File: config.mk
export PLATFORM = sky130hd
export DESIGN_NAME = pla_cube_eval
export DESIGN_NICKNAME = d
export VERILOG_FILES = /design/src/rtl/pla_pkg.sv /design/src/rtl/pla_cube_lane.sv /design/src/rtl/pla_cube_eval.sv
export SDC_FILE = /design/constraint.sdc
export NUM_CORES = 1
export LEC_CHECK = 0
export BUFFER_PORTS_ARGS = -buffer_cell sky130_fd_sc_hd__buf_2
export CORE_MARGIN = 2
export CORE_UTILIZATION = 45
export DETAILED_ROUTE_END_ITERATION = 8
export PLACE_DENSITY = 0.73
export RECOVER_POWER = 100
export SLEW_MARGIN = 20
export SYNTH_ARGS = -nofsm -noshare
export SYNTH_HDL_FRONTEND = slang
export SYNTH_SLANG_ARGS = --single-unit
File: constraint.sdc
create_clock -name clk -period 3.7 [get_ports clk]
set_clock_uncertainty 0.15 [all_clocks]
set_input_delay 0.185 -clock clk [delete_from_list [all_inputs] [get_ports clk]]
set_output_delay 0.185 -clock clk [all_outputs]
set_load 0.1 [all_outputs]
File: src/rtl/pla_pkg.sv
// rtl/pla_pkg.sv - shared types and helpers for the PLA cube evaluator
package pla_pkg;

   localparam int MAX_IN  = 32;
   localparam int MAX_OUT = 16;

   typedef enum logic [1:0] {
      IDLE = 2'd0,
      SCAN = 2'd1,
      DONE = 2'd2
   } state_t;

   typedef struct packed {
      logic [MAX_IN-1:0]  care;
      logic [MAX_IN-1:0]  val;
      logic [MAX_OUT-1:0] out;
   } cube_t;

   function automatic logic cube_match(input logic [MAX_IN-1:0] x,
                                       input logic [MAX_IN-1:0] care,
                                       input logic [MAX_IN-1:0] val);
      return ((x ^ val) & care) == '0;
   endfunction

   function automatic int addr_w(input int depth);
      return (depth > 1) ? $clog2(depth) : 1;
   endfunction

   // One extra bit so a count or index equal to the depth does not wrap.
   function automatic int cnt_w(input int depth);
      return addr_w(depth) + 1;
   endfunction

endpackage

File: src/rtl/pla_cube_lane.sv
// rtl/pla_cube_lane.sv - one cube comparator gated onto its output mask
module pla_cube_lane
   import pla_pkg::*;
#(
   parameter int N_IN  = 8,
   parameter int N_OUT = 1
) (
   input  logic             i_en,
   input  logic [N_IN-1:0]  i_x,
   input  logic [N_IN-1:0]  i_care,
   input  logic [N_IN-1:0]  i_val,
   input  logic [N_OUT-1:0] i_out,
   output logic [N_OUT-1:0] o_hit
);

   logic w_match;

   assign w_match = i_en && cube_match(MAX_IN'(i_x), MAX_IN'(i_care), MAX_IN'(i_val));
   assign o_hit   = w_match ? i_out : '0;

endmodule

File: src/rtl/pla_cube_eval.sv
// rtl/pla_cube_eval.sv - loadable sum-of-products evaluator scanning LANES cubes per cycle
module pla_cube_eval
   import pla_pkg::*;
#(
   parameter int N_IN       = 8,
   parameter int N_OUT      = 1,
   parameter int DEPTH      = 64,
   parameter int LANES      = 1,
   parameter int EARLY_EXIT = 1
) (
   input  logic                     clk,
   input  logic                     rst,
   input  logic                     cfg_we,
   input  logic [$clog2(DEPTH)-1:0] cfg_addr,
   input  logic [N_IN-1:0]          cfg_care,
   input  logic [N_IN-1:0]          cfg_val,
   input  logic [N_OUT-1:0]         cfg_out,
   input  logic                     cfg_nact_we,
   input  logic [$clog2(DEPTH):0]   cfg_nact,
   output logic                     cfg_err,
   input  logic                     in_valid,
   output logic                     in_ready,
   input  logic [N_IN-1:0]          in_x,
   output logic                     out_valid,
   input  logic                     out_ready,
   output logic [N_OUT-1:0]         out_y,
   output logic                     busy
);

   localparam int AW = addr_w(DEPTH);
   localparam int CW = cnt_w(DEPTH);
   localparam logic [CW-1:0] C_DEPTH = CW'(DEPTH);
   localparam logic [CW-1:0] C_LANES = CW'(LANES);

   state_t            r_state, w_state_nxt;
   logic [CW-1:0]     r_nact, r_idx, w_idx_nxt;
   logic [N_OUT-1:0]  r_acc, w_acc_nxt, w_hit_or;
   logic [N_IN-1:0]   r_x;
   logic              r_cfg_err;
   logic [N_IN-1:0]   r_care [DEPTH];
   logic [N_IN-1:0]   r_val  [DEPTH];
   logic [N_OUT-1:0]  r_out  [DEPTH];
   logic [N_OUT-1:0]  w_hit  [LANES];
   logic              w_idle, w_hs, w_cube_wr, w_nact_wr, w_err, w_scan_end;

   assign w_idle    = (r_state == IDLE);
   assign w_hs      = w_idle && in_valid;
   // A cube write racing a handshake is refused so the scan sees a frozen table.
   assign w_cube_wr = cfg_we && w_idle && !w_hs;
   assign w_nact_wr = cfg_nact_we && w_idle && (cfg_nact <= C_DEPTH);
   assign w_err     = (cfg_we && !w_cube_wr) || (cfg_nact_we && !w_nact_wr);

   for (genvar g = 0; g < LANES; g++) begin : g_lane
      logic [CW-1:0] w_lidx;
      assign w_lidx = r_idx + CW'(g);
      pla_cube_lane #(.N_IN(N_IN), .N_OUT(N_OUT)) u_lane (
         .i_en   (w_lidx < r_nact),
         .i_x    (r_x),
         .i_care (r_care[w_lidx[AW-1:0]]),
         .i_val  (r_val[w_lidx[AW-1:0]]),
         .i_out  (r_out[w_lidx[AW-1:0]]),
         .o_hit  (w_hit[g])
      );
   end

   always_comb begin
      w_hit_or = '0;
      for (int l = 0; l < LANES; l++) w_hit_or = w_hit_or | w_hit[l];
   end

   assign w_acc_nxt  = r_acc | w_hit_or;
   assign w_idx_nxt  = r_idx + C_LANES;
   assign w_scan_end = (w_idx_nxt >= r_nact) || ((EARLY_EXIT != 0) && (&w_acc_nxt));

   always_comb begin
      w_state_nxt = r_state;
      case (r_state)
         IDLE:    if (w_hs) w_state_nxt = (r_nact == '0) ? DONE : SCAN;
         SCAN:    if (w_scan_end) w_state_nxt = DONE;
         DONE:    if (out_ready) w_state_nxt = IDLE;
         default: w_state_nxt = IDLE;
      endcase
   end

   always_ff @(posedge clk or posedge rst) begin
      if (rst) begin
         r_state   <= IDLE;
         r_nact    <= '0;
         r_idx     <= '0;
         r_acc     <= '0;
         r_x       <= '0;
         r_cfg_err <= 1'b0;
      end else begin
         r_state   <= w_state_nxt;
         r_cfg_err <= w_err;
         if (w_nact_wr) r_nact <= cfg_nact;
         case (r_state)
            IDLE: if (w_hs) begin
               r_x   <= in_x;
               r_acc <= '0;
               r_idx <= '0;
            end
            SCAN: begin
               r_acc <= w_acc_nxt;
               r_idx <= w_idx_nxt;
            end
            default: ;
         endcase
      end
   end

   // Table contents survive reset; nact=0 makes them unreachable.
   always_ff @(posedge clk) begin
      if (w_cube_wr) begin
         r_care[cfg_addr] <= cfg_care;
         r_val[cfg_addr]  <= cfg_val;
         r_out[cfg_addr]  <= cfg_out;
      end
   end

   assign in_ready  = w_idle;
   assign busy      = !w_idle;
   assign out_valid = (r_state == DONE);
   assign out_y     = r_acc;
   assign cfg_err   = r_cfg_err;

endmodule

Word level (Yosys, flattened, before mapping). Memory sizes are Yosys's and may differ from the RTL's. Index checks and enable logic that the tools add are counted.

Register bits: 26. Memories kept: 3. Memory bits (writable): 1088. Output and inout bits: 5. Input port bits: 44.

Memory list: r_care (depth 64, width 8, rd ports 1, clocked after Yosys merged registers in 0, write ports 1, RTL line pla_cube_eval.sv:40) `logic [N_IN-1:0] r_care [DEPTH];`; r_val (depth 64, width 8, rd ports 1, clocked after Yosys merged registers in 0, write ports 1, RTL line pla_cube_eval.sv:41) `logic [N_IN-1:0] r_val [DEPTH];`; r_out (depth 64, width 1, rd ports 1, clocked after Yosys merged registers in 0, write ports 1, RTL line pla_cube_eval.sv:42) `logic [N_OUT-1:0] r_out [DEPTH];`.

Bitwise logic cells: 3. Reduce and logical (&&, ||, !) cells: 21. Equal/unequal tests: 5. $lt $le $gt $ge: 3. $add $sub $neg: 1. Mux-type cells: 12.

Operator list (number): $and 32x8->32 (1); $logic_not 32->1 (1); $pmux 7 s2 (1); $logic_and 1x1->1 (8); $mux 2 (4); $xor 8x8->8 (1); $add 7x1->7 const B (1); $ge 7x7->1 (1); $le 7x7->1 const B (1); $logic_not 7->1 (1); $lt 7x7->1 (1); $mux 7 (1); $pmux 2 s3 (1); $logic_not 1->1 (4); $mux 1 (4); $ne 2x1->1 const B (2); $reduce_and 2->1 (2); $reduce_and 3->1 (1); $eq 2x1->1 const B (1); $eq 2x2->1 const B (1); $logic_not 2->1 (1); $logic_or 1x1->1 (2); $ne 2x2->1 const B (1); $pmux 1 s2 (1); other kinds (2) (2).

Depth between registers and ports, before layout. Gate-level depths: netlist of run 1. An unclocked memory read counts as a cell.

Word-level depth: 10. Mapped depth: 16.

Modules after synthesis. Synthesis of run 1 repeated with hierarchy kept, for this count alone.

Cells, all modules: 2003. Area, all modules: 43062.6 µm².

Modules (own cells, without submodules): pla_cube_eval (cells each 1989, times used 1, area an instance 42946.2 µm²); pla_cube_lane (cells each 14, times used 1, area an instance 116.4 µm²).

Least setup slack after synthesis of run 1. Ideal clock, no wire load.

Kind: reg-to-reg. From: register r_state[0]. To: memory r_care[62][0], enable pin. Stages on the path, launching flop included: 6. Clock period less this slack: 5011 ps. Setup time: 391 ps. Path slack: -1311 ps. Arrival time: 4470 ps. Cell sequence: dfrtp_1 > nor2_1 > inv_1 > nor4_1 > nand3_1 > nor2_1.

Word-level cells in the longest chain between the ends: 6.

RTL lines: start: declaration (RTL line pla_cube_eval.sv:35) `state_t r_state, w_state_nxt;`; start signal: assignment (RTL line pla_cube_eval.sv:94) `r_state <= w_state_nxt;`; $logic_not 2->1 (*) (RTL line pla_cube_eval.sv:46) `assign w_idle = (r_state == IDLE);`; named net in_ready (RTL line pla_cube_eval.sv:22) `output logic in_ready,`; $logic_and 1x1->1 (RTL line pla_cube_eval.sv:47) `assign w_hs = w_idle && in_valid;`; $logic_not 1->1 (RTL line pla_cube_eval.sv:49) `assign w_cube_wr = cfg_we && w_idle && !w_hs;`; $logic_and 1x1->1 (*) (RTL line pla_cube_eval.sv:49); $mux 1 (*) (RTL line pla_cube_eval.sv:114) `if (w_cube_wr) begin`; $mux 1 (implied by the code) (*) (RTL line pla_cube_eval.sv:115) `r_care[cfg_addr] <= cfg_care;`; end: declaration (RTL line pla_cube_eval.sv:40).

Mark *: on every way through the listed nets, which the timed path passes. The rest lies on a longest branch.

Worst setup path after layout of run 1.
From: register r_idx[1]. To: register r_state[0].

Word-level cells in the longest chain between the ends: 10.

RTL lines: start: declaration (RTL line pla_cube_eval.sv:36) `logic [CW-1:0] r_nact, r_idx, w_idx_nxt;`; start signal: assignment (RTL line pla_cube_eval.sv:105) `r_idx <= w_idx_nxt;`; $mem_v2 64x8; $xor 8x8->8 (RTL line pla_pkg.sv:22) `return ((x ^ val) & care) == '0;`; $and 32x8->32 (RTL line pla_pkg.sv:22); $logic_not 32->1 (RTL line pla_pkg.sv:22); $logic_and 1x1->1 (RTL line pla_cube_lane.sv:18) `assign w_match = i_en && cube_match(MAX_IN'(i_x), MAX_IN'(i_care), MAX_IN'(i_val));`; $mux 1 (RTL line pla_cube_lane.sv:19) `assign o_hit = w_match ? i_out : '0;`; $or 1x1->1 (RTL line pla_cube_eval.sv:71) `assign w_acc_nxt = r_acc | w_hit_or;`; $logic_or 1x1->1 (*) (RTL line pla_cube_eval.sv:73) `assign w_scan_end = (w_idx_nxt >= r_nact) || ((EARLY_EXIT != 0) && (&w_acc_nxt));`; $ne 2x2->1 (no line) (*); $reduce_and 3->1 (no line) (*).

Every way passes the cells marked *; elsewhere a longest branch is shown, timed or not. A chain may end at the register's enable or synchronous reset.

==> metrics.md, run 1 <==
| Metric | Value |
|---|---|
| Req. time, crit path | `between 4 and 5 ns` |
| # placed instances | `3,433` |
| Syn avg cell area | `about 21 um^2` |
| Vias per cell | `about 6.2` |
| Pwr per Cell Area | `between 600 and 700 nW/um^2` |
| Asr flop ratio synth | `between 2 and 2.5%` |
| Global-route wire length before repair | `between 150,000 and 200,000 um` |
| Area grow syn2layout | `14.6%` |
| 1st-iter DRT viols | `roughly 3,100` |
| H-tree lvl count | `3` |
| CP arrival | `between 4 and 5 ns` |
| NetSw | `roughly 9 mW` |
| #FFs+latches synth | `approximately 1,100` |
| Clock latency on the worst-skew pair | `between 0.6 and 0.7 ns` |
| VDD IR max | `0.394 mV` |
| Post-synth top flop | `edfxtp_1` |
| Root Buffer | `clkbuf_16` |
| Global placement routability congestion | `0.923` |
| Minimum clock period | `around 3.6 ns` |
| R2R Setup Slk | `about 0.056 ns` |
| Via count | `22,600` |
| Pin count of the biggest net entering global routing | `65` |
| Final nets | `between 2,000 and 2,500` |
| Fin crit share | `98.5%` |
| Total power | `between 30 and 40 mW` |
| Final Non-Filler Cells | `between 3,000 and 4,000` |
| Post-synthesis cell area | `roughly 43,000 um^2` |
| Multi-input logic area | `approximately 9600 um^2` |
| Hold_ws | `0.157 ns` |
| Leakage | `between 15 and 20 nW` |
| CTS Sinks | `~1,100` |
| Comb power frac | `between 20% and 30%` |
| Total Wirelength | `113,000 um` |
| DRT Pass-1 Iters | `6` |
| Initial Util | `a little under half` |
| Fillcell total | `7,293` |
| Critical Setup Path Class | `flop to flop` |
| Area leader, netlist | `edfxtp_1` |
| DRC Markers | `0` |
| Max transition margin | `-115%` |
| FMAX | `about 270 MHz` |
| Worst hold path type | `primary input to flop` |
| Yosys cell types | `between 50 and 60` |
| Outcome | `complete, but fails checks` |
| Initial antenna violation count | `3` |
| Fraction of layout cells with a size suffix above 1 | `between 20% and 30%` |
| Critical path endpoint category | `flop` |
| MaxCap Viol Count | `17` |
| Most common cell in the synthesized netlist | `edfxtp_1` |
| GR Util All Layers | `between 20% and 30%` |
| Die Width | `~310 um` |
| Resize count post-CTS | `0` |
| Flop pwr share | `44.5%` |
| Violated checks | `max-capacitance violations, max-slew violations` |
| Synth warn | `0` |
| Endpoints failing setup | `0` |
| CP Max Fanout | `14` |
| Post-DP HPWL | `approximately 69,000 um` |
| Area contributors post-synth | `edfxtp_1, mux4_2, mux2i_1` |
| CORE AREA | `96,300 um^2` |
| Die ar. | `~100,000 um^2` |
| CTS buffer count | `approximately 100` |
| Final Hold Viols | `0` |
| P_int | `between 20 and 25 mW` |
| CP Launch Type | `flop` |
| Synth Net Count | `between 2,000 and 2,500` |
| Share of the synthesized area in the top cell type | `~75%` |
| Post-synth EDFFs | `roughly 1,100` |
| Register area share after synthesis | `between 70% and 80%` |
| Switching Share | `around 28%` |
| Clk buf depth | `3` |
| CTS clk-pin slew, worst paths | `~0.060 ns` |
| Die Ht | `around 310 um` |
| Slew Limit Fails | `~870` |
| IO Port Bufs | `48` |
| Vias in the first global route | `22,700` |
| Worst slew pin tran | `around 3.2 ns` |
| Synth cell count leaders | `edfxtp_1, mux4_2, mux2i_1, nor2_1, a22oi_1` |
| I/O pin total | `49` |
| Number of core rows | `114` |
| TritonCTS clock tree | `yes` |
| Remaining antenna violation count | `0` |
| Clock Power Share | `between 30% and 40%` |
| Syn Inst Count | `between 2,000 and 2,500` |
| Sequential cell area | `between 30,000 and 40,000 um^2` |
| Grt total ovfl | `0` |
| WL per Instance | `about 31 um` |
| RSZ-0062 raised after global routing | `false` |
[routing by layer]
metal | vias up | global-route usage (%) | routed length [um]
li1 | 9069 | - | -
met1 | 11800 | 30.8 | 42700
met5 | - | 0 | 11
met4 | 2 | 8.73 | 4300
met3 | 226 | 5.42 | 12100
met2 | 1466 | 36.0 | 53500
[final timing paths]
check	start	to	cells past startpoint
max	r_idx[1]$_DFFE_PP0P_	r_state[0]$_DFFE_PP0P_	9
min in group asynchronous	rst	r_x[1]$_DFFE_PP0P_	3
min	in_x[5]	r_x[5]$_DFFE_PP0P_	3
min reg2reg	r_idx[6]$_DFFE_PP0P_	r_idx[6]$_DFFE_PP0P_	1
max in group asynchronous	rst	r_idx[1]$_DFFE_PP0P_	3
max reg2reg	r_idx[1]$_DFFE_PP0P_	r_state[0]$_DFFE_PP0P_	9
[layout make-up]
class / instances / area share (%)
Antenna cell: 1 / 0.00502
Clock buffer: 118 / 5.29
Clock inverter: 70 / 1.24
Inverter: 14 / 0.105
Multi-Input combinational cell: 812 / 19.2
Sequential cell: 1114 / 66.9
Tap cell: 1276 / 3.20
Timing Repair Buffer: 262 / 4.03
[kinds of logic after synthesis]
family / synth area share (%)
AND/OR/NAND/NOR: 2.56
XOR/XNOR: 0.403
flip-flops: 76.7
buffers and inverters: 1.49
multiplexers: 15.6
adder cells (fa/ha/maj): 0.432
AO/OA/AOI/OAI: 2.86
[flip-flops by register name, indices dropped and copies added (netlist names)]
name / cells
cfg_err: 1
out_y: 1
r_care: 512
r_idx: 7
r_nact: 7
r_out: 64
r_state: 2
r_val: 512
r_x: 8
[timing repair]
item,4_1_cts,5_1_grt
hold buffers,34,10
endpoints found under the hold margin,213,394
buffers inserted,0,0
[per-stage QoR]
step / setup WS (ns) / instance area, um^2 / setup TNS [ns] / utilization (%)
after floorplan: -0.0357 / 43500 / -4.39 / -
after global placement: 0.169 / 46400 / 0 / 48.2
after detailed placement: 0.117 / 46400 / 0 / 48.2
after CTS: 0.106 / 50000 / 0 / 51.9
after global routing: 0.0200 / 49800 / 0 / 51.7
final: 0.0565 / 49800 / 0 / 51.8
[cells in the final DEF (no fill, tap or decap), drive strengths merged, types with 44 or more instances in the layout]
master       count
nand2           55
clkbuf         222
clkinv          50
edfxtp        1088
mux4           252
a22oi           75
buf            114
nor2            89
dlygate4sd3     44
mux2i           88
[worst max-delay path: stages, from the launching register on]
cell and delay (ns):
dfrtp_4 0.62, buf_4 0.36, mux4_2 0.54, mux2i_1 0.41, o21ai_0 0.14, o32ai_1 0.48
xor2_1 0.20, o2111ai_1 0.18, a21oi_2 0.28, o22ai_1 0.11
[power by group through the flow]
| stage | Combinational [mW] | Sequential, mW | Clock, mW |
|---|---|---|---|
| 3_3_place_gp | 7.43 | 14.6 | 0 |
| 4_1_cts | 7.66 | 14.4 | 10.4 |
| 2_1_floorplan | 5.08 | 14.4 | 0 |
| 3_5_place_dp | 7.52 | 14.6 | 0 |
| 6_report | 7.70 | 14.4 | 10.3 |
| 5_1_grt | 8.07 | 14.4 | 10.8 |
(Power assumes the default switching activity.)
==> run 2: changes to the inputs <==
CORE_UTILIZATION = 42   (was 45)
PLACE_DENSITY = 0.7   (was 0.73)
==> run 2 against run 1 <==
The flow still finishes with violations (max-capacitance violations, max-slew violations). Count of clock-buffer cells in the layout is 11 higher. Die area increased by 7.1%. First-iteration DRC count decreased by 0.13%. Routed wire length decreased by 1.4%. Non-clock buffer count down 24. Sequential power is essentially flat. Critical path depth grew 3. Cell area hardly changed. Sequential share of layout area down 0.052 points. Largest power group unchanged.
==> metrics.md, run 2 (synthesis results as in run 1) <==
| Metric | Value |
|---|---|
| Outcome | `complete, but fails checks` |
| Violated checks | `max-capacitance violations, max-slew violations` |
| VDD IR max | `0.442 mV (+12%)` |
| 1st-iter DRT viols | `3,052 (-0.13%)` |
| Switching Share | `27.7% (-0.53 points)` |
| Multi-input logic area | `9600 um^2 (+0.30%)` |
| Clk buf depth | `3 (unchanged)` |
| CP Max Fanout | `19 (+5)` |
| P_int | `23.4 mW (+0.93%)` |
| Endpoints failing setup | `0 (unchanged)` |
| TritonCTS clock tree | `yes` |
| Flop pwr share | `44.5% (about the same)` |
| Worst hold path type | `primary input to flop` |
| H-tree lvl count | `3 (unchanged)` |
| Grt total ovfl | `0 (unchanged)` |
| R2R Path Start | `r_idx[1]$_DFFE_PP0P_` |
| Comb power frac | `23.3% (-0.5 points)` |
| Remaining antenna violation count | `0 (unchanged)` |
| Number of core rows | `118 (+3.5%)` |
| Leakage | `15.5 nW (-0.17%)` |
| Commonest non-fill, non-tap cells in the layout | `edfxtp_1, mux4_2, clkbuf_16, mux2i_1, a22oi_1` |
| NetSw | `8.99 mW (-1.7%)` |
| DRT Pass-1 Iters | `7 (+1)` |
| Initial antenna violation count | `6 (+3)` |
| Fraction of layout cells with a size suffix above 1 | `27.0% (+0.54 points)` |
| Sequential cell area | `33,300 um^2 (unchanged)` |
| Max transition margin | `-115% (-0.12 points)` |
| Setup TNS Final | `0 ns (unchanged)` |
| RSZ-0062 raised after global routing | `false` |
| Final Hold Viols | `0 (unchanged)` |
| Minimum clock period | `3.59 ns (-0.0566 ns)` |
| Pwr per Cell Area | `650 nW/um^2 (+0.11%)` |
| CTS Sinks | `1,114 (unchanged)` |
| Slew Limit Fails | `920 (+5.4%)` |
| I/O pin total | `49 (unchanged)` |
| Req. time, crit path | `4.12 ns (+0.04 ns)` |
| Critical Setup Path Class | `flop to flop` |
| Global-route wire length before repair | `160,000 um (-0.44%)` |
| Total power | `32.4 mW (+0.19%)` |
| Fillcell total | `8,327 (+14%)` |
| GR Util All Layers | `20.9% (-1.8 points)` |
| Vias per cell | `5.96 (-3.2%)` |
| IO Port Bufs | `48 (unchanged)` |
| Via count | `22,300 (-1.1%)` |
| Area grow syn2layout | `14.7% (about the same)` |
| Pin count of the biggest net entering global routing | `65 (unchanged)` |
| Post-DP HPWL | `66,900 um (-3.3%)` |
| Worst slew pin tran | `3.23 ns (+0.00187 ns)` |
| Most common cell after layout, fill and taps aside | `edfxtp_1` |
| Clock Power Share | `32.2% (+0.5 points)` |
| Clock latency on the worst-skew pair | `0.68 ns (about the same)` |
| Critical path endpoint category | `flop` |
| Total Wirelength | `111,000 um (-1.4%)` |
| Die Width | `326 um (+3.5%)` |
| CTS buffer count | `102 (unchanged)` |
| Global placement routability congestion | `0.911 (-1.4%)` |
| CP arrival | `4.01 ns (about the same)` |
| CTS clk-pin slew, worst paths | `0.06 ns (about the same)` |
| FMAX | `279 MHz (+1.6%)` |
| Die ar. | `106,000 um^2 (+7.1%)` |
| Fin crit share | `96.9% (-1.5 points)` |
| Vias in the first global route | `22,400 (-1.4%)` |
| WL per Instance | `29.6 um (-3.6%)` |
| CORE AREA | `103,000 um^2 (+7.0%)` |
| Initial Util | `42.2% (-3.0 points)` |
| DRC Markers | `0 (unchanged)` |
| Final nets | `2,341 (-1.0%)` |
| CP Launch Type | `flop` |
| MaxCap Viol Count | `16 (-1)` |
| Crit. Startpoint | `r_idx[1]$_DFFE_PP0P_` |
| Top flop regs | `r_care (512), r_val (512), r_out (64)` |
| Hold Startpoint | `cfg_addr[3]` |
| Die Ht | `326 um (+3.5%)` |
| Post-layout util | `48.4% (-3.4 points)` |
| Root Buffer | `clkbuf_16` |
run 2: final cells by class:
cell class / count / share of cell area (%)
clock inverters: 61 / 1.17
repair buffers: 238 / 3.65
clock buffers: 129 / 5.49
flip-flops and latches: 1114 / 66.9
inverters: 14 / 0.105
well taps: 1380 / 3.46
diodes: 2 / 0.0100
multi-input cells: 812 / 19.3
run 2: through the flow:
stage | setup slack, ns | hold WS (ns) | cell area, um^2 | instances
after global routing | 0.0655 | 0.0689 | 49900 | 3750
after detailed placement | 0.0912 | 0.275 | 46400 | 3517
after CTS | 0.0730 | 0.0118 | 50000 | 3736
after floorplan | -0.0357 | 0.0750 | 43500 | 2047
final | 0.113 | 0.0669 | 49900 | 3750
after global placement | 0.132 | 0.273 | 46400 | 3517
run 2: path summary, 6_finish.rpt:
path / end / slack (ns) / depth (start not counted)
max: out_y$_DFFE_PP0P_ / 0.11 / 12
min: r_val[23][2]$_DFFE_PP_ / 0.07 / 3
max reg2reg: out_y$_DFFE_PP0P_ / 0.11 / 12
min reg2reg: r_nact[3]$_DFFE_PP0P_ / 0.38 / 1
max in group asynchronous: r_idx[0]$_DFFE_PP0P_ / 2.45 / 3
min in group asynchronous: r_x[2]$_DFFE_PP0P_ / 0.16 / 3
run 2: worst max-delay path, cell delays in order, from the launching register on:
cell and delay [ns]:
dfrtp_4 0.54, buf_12 0.23, buf_4 0.33, mux4_2 0.66, a22oi_1 0.37, a21oi_1 0.13
a211oi_1 0.23, xnor2_1 0.16, nand2_1 0.08, o2111ai_1 0.15, a21oi_2 0.05, buf_4 0.17
a22o_1 0.20
run 2: what timing repair did:
| action | 4_1_cts | 5_1_grt |
|---|---|---|
| hold buffers | 29 | 11 |
| endpoints found under the setup margin | 0 | 3 |
| endpoints found under the hold margin | 157 | 531 |
| setup buffers | 0 | 1 |
| resized for setup | 0 | 3 |
run 2: power by group through the flow:
stage | combinational (mW) | clock [mW] | sequential (mW)
after global placement | 7.28 | 0 | 14.6
final | 7.54 | 10.5 | 14.4
after CTS | 7.50 | 10.6 | 14.4
after detailed placement | 7.38 | 0 | 14.7
after floorplan | 5.08 | 0 | 14.4
after global routing | 7.94 | 11.1 | 14.4
run 2: layer usage:
metal	up-vias	wire, um	GRT usage [%]
met3	213	12300	4.87
met5	-	164	0.754
li1	9016	-	-
met1	11700	42100	28.6
met2	1389	52500	32.9
met4	8	3990	7.50
